===== config.mk =====
export PLATFORM = sky130hd
export DESIGN_NAME = layer_compositor
export DESIGN_NICKNAME = d
export VERILOG_FILES = /design/src/rtl/layer_compositor_pkg.sv /design/src/rtl/layer_compositor_prio_encoder.sv /design/src/rtl/layer_compositor.sv
export SDC_FILE = /design/constraint.sdc
export NUM_CORES = 1
export LEC_CHECK = 0
export CAP_MARGIN = 20
export CORE_ASPECT_RATIO = 0.9
export CORE_MARGIN = 4
export CORE_UTILIZATION = 47
export CTS_CLUSTER_DIAMETER = 120
export DETAILED_ROUTE_END_ITERATION = 8
export HOLD_SLACK_MARGIN = 0.15
export PLACE_DENSITY = 0.8
export SYNTH_ARGS = -nofsm -noshare
export SYNTH_HDL_FRONTEND = slang
export SYNTH_SLANG_ARGS = --single-unit

===== constraint.sdc =====
create_clock -name clk -period 3.3 [get_ports clk]
set_clock_uncertainty 0.2 [all_clocks]
set_input_delay 0.33 -clock clk [delete_from_list [all_inputs] [get_ports clk]]
set_output_delay 0.33 -clock clk [all_outputs]
set_load 0.01 [all_outputs]

===== src/rtl/layer_compositor_pkg.sv =====
// layer_compositor_pkg: shared types, constants and the lowest-set-bit helper
package layer_compositor_pkg;
  localparam int MAX_LAYERS = 64;
  localparam int MAX_IDW = $clog2(MAX_LAYERS);
  localparam int RGB_W_DEFAULT = 8;
  localparam logic [7:0] TRANSPARENT_DEFAULT = 8'hFF;
  typedef logic [RGB_W_DEFAULT-1:0] rgb_t;
  typedef struct packed {
    logic [MAX_IDW-1:0] idx;
    logic valid;
  } lowest_t;
  // Scans from the top so the lowest set index is the last one written
  function automatic lowest_t lowest_set(input logic [MAX_LAYERS-1:0] vec);
    lowest_t res;
    res = '0;
    for (int i = MAX_LAYERS - 1; i >= 0; i--)
      if (vec[i]) begin
        res.idx = MAX_IDW'(i);
        res.valid = 1'b1;
      end
    return res;
  endfunction
endpackage


===== src/rtl/layer_compositor_prio_encoder.sv =====
// prio_encoder: combinational lowest-set-bit encoder; index is 0 when nothing is set
module prio_encoder
  import layer_compositor_pkg::*;
#(
  parameter int LAYERS = 16,
  parameter int IDW = $clog2(LAYERS)
) (
  input  logic [LAYERS-1:0] i_vec,
  output logic [IDW-1:0]    o_idx,
  output logic              o_valid
);
  lowest_t w_res;
  always_comb begin
    w_res = lowest_set(MAX_LAYERS'(i_vec));
    o_idx = IDW'(w_res.idx);
    o_valid = w_res.valid;
  end
endmodule


===== src/rtl/layer_compositor.sv =====
// layer_compositor: two-stage priority compositor with colour keying, blinking and
// per-frame collision flags of layer 0 against every other layer.
module layer_compositor
  import layer_compositor_pkg::*;
#(
  parameter int LAYERS = 16,
  parameter int RGB_W = RGB_W_DEFAULT,
  parameter logic [RGB_W-1:0] TRANSPARENT = RGB_W'(TRANSPARENT_DEFAULT),
  parameter bit USE_KEY = 1'b1,
  parameter int BLINK_LOG2 = 4,
  parameter int IDW = $clog2(LAYERS)
) (
  input  logic                    clk,
  input  logic                    resetN,
  input  logic                    startOfFrame,
  input  logic [LAYERS-1:0]       layerDR,
  input  logic [LAYERS*RGB_W-1:0] layerRGB,
  input  logic [LAYERS-1:0]       layerEn,
  input  logic [LAYERS-1:0]       blinkMask,
  input  logic [RGB_W-1:0]        backGroundRGB,
  output logic [RGB_W-1:0]        RGBOut,
  output logic [IDW-1:0]          topLayer,
  output logic                    topValid,
  output logic [LAYERS-1:0]       hitFlags,
  output logic                    hitValid
);
  logic [BLINK_LOG2-1:0]   r_frame_cnt;
  logic [LAYERS-1:0]       r_eff;
  logic [LAYERS*RGB_W-1:0] r_rgb;
  logic [RGB_W-1:0]        r_bg;
  logic                    r_sof;
  logic [LAYERS-1:0]       r_hit_acc;
  logic [LAYERS-1:0]       w_eff;
  logic [LAYERS-1:0]       w_ovl;
  logic [IDW-1:0]          w_idx;
  logic                    w_valid;
  logic                    w_blink_phase;
  assign w_blink_phase = r_frame_cnt[BLINK_LOG2-1];
  always_comb begin
    w_eff = '0;
    for (int i = 0; i < LAYERS; i++)
      w_eff[i] = layerDR[i] & layerEn[i]
               & !(USE_KEY && layerRGB[i*RGB_W +: RGB_W] == TRANSPARENT)
               & !(blinkMask[i] & w_blink_phase);
  end
  // Layer 0 against itself is masked off so bit 0 never flags
  assign w_ovl = r_eff[0] ? {r_eff[LAYERS-1:1], 1'b0} : '0;
  prio_encoder #(.LAYERS(LAYERS), .IDW(IDW)) u_prio (
    .i_vec  (r_eff),
    .o_idx  (w_idx),
    .o_valid(w_valid)
  );
  always_ff @(posedge clk or negedge resetN) begin
    if (!resetN) begin
      r_frame_cnt <= '0;
      r_eff <= '0;
      r_rgb <= '0;
      r_bg <= '0;
      r_sof <= 1'b0;
      r_hit_acc <= '0;
      RGBOut <= '0;
      topLayer <= '0;
      topValid <= 1'b0;
      hitFlags <= '0;
      hitValid <= 1'b0;
    end else begin
      r_frame_cnt <= r_frame_cnt + BLINK_LOG2'(startOfFrame);
      r_eff <= w_eff;
      r_rgb <= layerRGB;
      r_bg <= backGroundRGB;
      r_sof <= startOfFrame;
      RGBOut <= w_valid ? r_rgb[w_idx*RGB_W +: RGB_W] : r_bg;
      topLayer <= w_idx;
      topValid <= w_valid;
      // An overlap coincident with the frame pulse seeds the new frame's accumulator
      r_hit_acc <= r_sof ? w_ovl : (r_hit_acc | w_ovl);
      hitValid <= r_sof;
      if (r_sof) hitFlags <= r_hit_acc;
    end
  end
endmodule


* Yosys cells after proc, flatten, opt, wreduce, memory -nomap -nowiden
Index checks and enable logic that the tools add are counted.
** Operators by class
- Add/subtract/negate cells :: 1
- Eq/ne operators :: 16
- Shift operators :: 1
- Mux-type cells :: 19
- Bitwise gates (word level) :: 65
- Reduce and logical (&&, ||, !) cells :: 32
** Operator list (number)
- 8-bit equality test (second input constant) :: 16
- 128-bit by 8-bit indexed part select with 8-bit output :: 1
- 5-bit two-way mux :: 16
- 1-bit bitwise AND :: 64
- 1-bit zero test :: 32
- 16-bit two-way mux :: 2
- 16-bit OR :: 1
- 8-bit two-way mux :: 1
- 4-bit by 1-bit adder with 4-bit output :: 1
** Storage, ports and cells
- Flip-flop bits (word level) :: 203
- Input port bits :: 187
- Output and inout port bits :: 30
- Logic and storage cells :: 145

* Depth between registers and ports, before layout
- Depth after elaboration :: 18
- Gate-level depth with buffers :: 10
- Gate-level depth less buffers :: 8

* By module
A second synthesis with hierarchy kept.
** Second synthesis, totals
- Cell total of the unflattened synthesis :: 452
- Area, all modules :: 7258.2 um^2
** Modules (own cells, without submodules)
- layer_compositor :: times used 1, cells each 419, area an instance 7071.8 um^2, seq. area each 5029.8 um^2
- prio_encoder :: times used 1, cells each 33, area an instance 186.4 um^2, seq. area each 0.0 um^2

* Worst setup path before layout
OpenSTA, ideal clock, no wires.
- Path type :: reg2reg
- Start :: register r_eff[5]
- End :: register RGBOut[0]
- Library setup time :: 0.132 ns
- Arrival time :: 2.008 ns
- Data required time :: 2.968 ns
- Slack :: 0.960 ns
- Cell stages (with the launch flop) :: 10
- Path buffers :: 1
- Period minus slack after synthesis :: 2.340 ns
- Cell sequence :: dfrtp_1 -> or4_1 -> nor3_1 -> a22oi_1 -> inv_2 -> buf_6 -> mux2_1 -> o2bb2ai_1 -> a21oi_1 -> a21oi_1
** On the way
- Word-level cells in the longest chain between the ends :: 8
** RTL lines
- start, declared :: line layer_compositor.sv:28 : logic [LAYERS-1:0] r_eff;
- start signal, assigned :: line layer_compositor.sv:68 : r_eff <= w_eff;
- 5-bit two-way mux * (6 in a row) :: line layer_compositor_pkg.sv:17 : if (vec[i]) begin
- 128-bit by 8-bit indexed part select with 8-bit output :: line layer_compositor.sv:72 : RGBOut <= w_valid ? r_rgb[w_idx*RGB_W +: RGB_W] : r_bg;
- 8-bit two-way mux * :: line layer_compositor.sv:72
- end signal, assigned :: line layer_compositor.sv:72
- end, declared :: line layer_compositor.sv:21 : output logic [RGB_W-1:0] RGBOut,
Mark *: on every way between the ends. The rest lies on a longest branch, timed or not.
A chain may end at the register's enable or synchronous reset.

* Final worst setup path
Same ends and word-level chain as after synthesis.

==> results.md <==
* Setup TNS at 0 ns
* TritonCTS Buffers at 21
* Routed wire length at 24000 um
* Post-Synthesis Cells at 575
* Predominant post-synthesis flop cell: dfrtp_1
* Post-synthesis sequential area ratio at 0.681
* Startpoint types: flop
* Share of cells above drive strength 1 at 0.0784
* Global-route congestion overflow total at 0
* Chip height at 127 um
* Mean Syn Cell Area at 12.8 um^2
* CTS resizes at 0
* CP Buf/Inv Count at 1
* CP arrival at 3.10 ns
* RSZ-0062 raised after global routing: false
* Setup violators final at 0
* Status: finished clean
* Hold Vio Cnt, Final at 0
* Drt first pass iters at 5
* First-pass GRT wire length at 36700 um
* CP max FO at 25
* Crit share post-route at 0.896
* Clk_lat worst skew at 0.49 ns
* Layout fillers at 976
* Hold_buf cts at 119
* Worst path most repeated cell: a21oi_1
* Residual DRC at 0
* Worst endpoint required time at 3.45 ns
* Avg WL per Cell at 21.1 um
* Port Buffers at 215
* Post-Layout Inst Area at 11600 um^2
* Sink Count at 201
* Worst slew margin at 0.327
* Syn Nets at 764
* CTS clock-pin slew for the worst setup and hold paths at 0.06 ns
* Max Freq at 0.338 GHz
* Core Footprint at 15400 um^2
* WHS at 0.162 ns
* Gpl congestion at 0.929
* Clk Tree Root Cell: clkbuf_16
* Peak VDD IR at 0.419 mV
* Pins Over Slew Limit at 0
* Most frequent cells in the layout: 214 x clkdlybuf4s50_1, 201 x dfrtp_1, 119 x dlygate4sd3_1, 72 x nand2_1, 42 x nand3_1
* Met1 GRT Util at 0.351
* DR vias/cell at 5.43
* Yosys top cell by area: dfrtp_1
* PD cells at 569 nW/um^2
* Die ar. at 17800 um^2
* Worst reg2reg path depth at 8
* Largest net degree at the start of global routing at 94
* Critical Setup Path Class: flop to flop
* Max-Cap Viols at 0
* Via Count at 6153
* Commonest non-fill, non-tap cell in the layout: clkdlybuf4s50_1
* Critical-path cell list: or4_1, nor3_1, a22oi_2, inv_2, mux2i_1, o2bb2ai_1, a21oi_1, a21oi_1
* Nets at 1107
* Hold crit path type: input pin to flop
* Total GRT Usage at 0.269
* Max H-tree Level at 1
* Share of the synthesized area in the top cell type at 0.681
* Leak pwr at 4.96 nW
* Critical path's slowest cell: or4_1
* CP endpoint kind: flop
* Slew @ Worst Pin at 1.01 ns
* Vias in the first global route at 6527
* GRT Max-Usage Layer: met2
* Initial antenna violation count at 0
* Std cell rows at 43
* Max incr delay on CP at 0.52 ns
* Top post-synthesis cells by area: dfrtp_1 68%, nand2_1 3.7%, nand4_1 3.4%
* Setup bufs post-CTS at 0
* Synthesis Warnings at 0
* Routing usage on met2 at 0.448
* ANT nets after route at 0
* Delay-heaviest family, CP: simple AND/OR/NAND/NOR gates
* Number of synthesized register bits at 201
* HPWL after DPL at 16000 um
* Synthesized area at 7390 um^2
* Clock buffer depth at 3
* Worst path depth at 8
* Synth-to-Final Area Change at 57.2%
* Hold Crit Depth at 1
* Met3 Use GR at 0.0607
* 1st-iter DRT viols at 478
* Cell Area, Placed at 9760 um^2
* Crit path time final at 2.96 ns
* Die X-Extent at 140 um
* IO Pins at 217
* Async SR Flop Fraction at 1.00
* Synth cell types at 45
* CTS tree: yes
* Post-synth EDFFs at 0
* Initial core utilization at 0.480
==> final timing paths <==
path | startpoint | end | slack [ns]
worst max register to register | r_eff[5] | RGBOut[0] | 0.34
worst min register to register | r_frame_cnt[0] | r_frame_cnt[0] | 0.27
max in group asynchronous | resetN | r_rgb[20] | 1.73
worst max-delay path | r_eff[5] | RGBOut[0] | 0.34
worst min-delay path | layerRGB[45] | r_rgb[45] | 0.16
min in group asynchronous | resetN | r_rgb[8] | 0.26
==> cell type report <==
class	instances	area, um^2	area share
well taps	202	253	0.0218
repair buffers	343	3440	0.296
inverters	22	82.6	0.00711
flip-flops and latches	201	5030	0.433
clock inverters	5	27.5	0.00237
multi-input cells	329	2150	0.185
diodes	1	2.50	0.000216
clock buffers	31	623	0.0537
==> per-stage QoR <==
stage,setup slack [ns],cells,util,power (mW)
final,0.345,1134,0.754,6.61
after global routing,0.175,1133,0.754,6.88
after CTS,0.413,1132,0.754,6.61
after detailed placement,0.428,977,0.634,4.29
after global placement,0.529,977,0.634,4.25
after floorplan,0.960,575,-,3.54
==> Yosys cell counts, types with 2 or more instances <==
cell type and n:
nor3_1 2, a221oi_1 8, dfrtp_1 201, a21oi_1 33, o2bb2ai_1 8, ha_1 2, mux2_1 7, nand3_1 42
nand4_1 40, nor2_1 15, mux2i_1 24, inv_2 2, nor4_4 2, o21ai_0 17, nor4_2 2, buf_4 5
mux2_2 16, buf_2 4, inv_1 20, buf_6 2, o31ai_1 2, nor2b_1 2, nand2_1 72, o2111a_1 16
clkbuf_1 11
==> logic make-up after synthesis <==
group                      synth area share
xor gates and xnor gates            0.00237
muxes                                0.0676
and+or+nand+nor                       0.131
AOI/OAI and AO/OA                    0.0862
buffers and inverters                0.0281
DFF                                   0.681
other                              0.000508
adders and majority gates           0.00339
==> sequential cells by signal (all words and copies together), names as in the netlist, 4 cells and up <==
| signal | count |
|---|---|
| topLayer | 4 |
| RGBOut | 8 |
| hitFlags | 15 |
| r_frame_cnt | 4 |
| r_bg | 8 |
| r_rgb | 128 |
| r_eff | 16 |
| r_hit_acc | 15 |
==> report_power, final <==
part           switching [mW]  internal, mW
sequential              0.197          2.70
clock                   0.916          1.30
combinational           0.745         0.755
total                    1.86          4.75
==> routing by layer <==
metal / wire length [um] / share of wire
met4: 740 / 0.031
met3: 1970 / 0.082
met2: 11800 / 0.49
met5: 0 / 0
met1: 9480 / 0.40
Note: power is estimated with default switching activity, not from simulation.
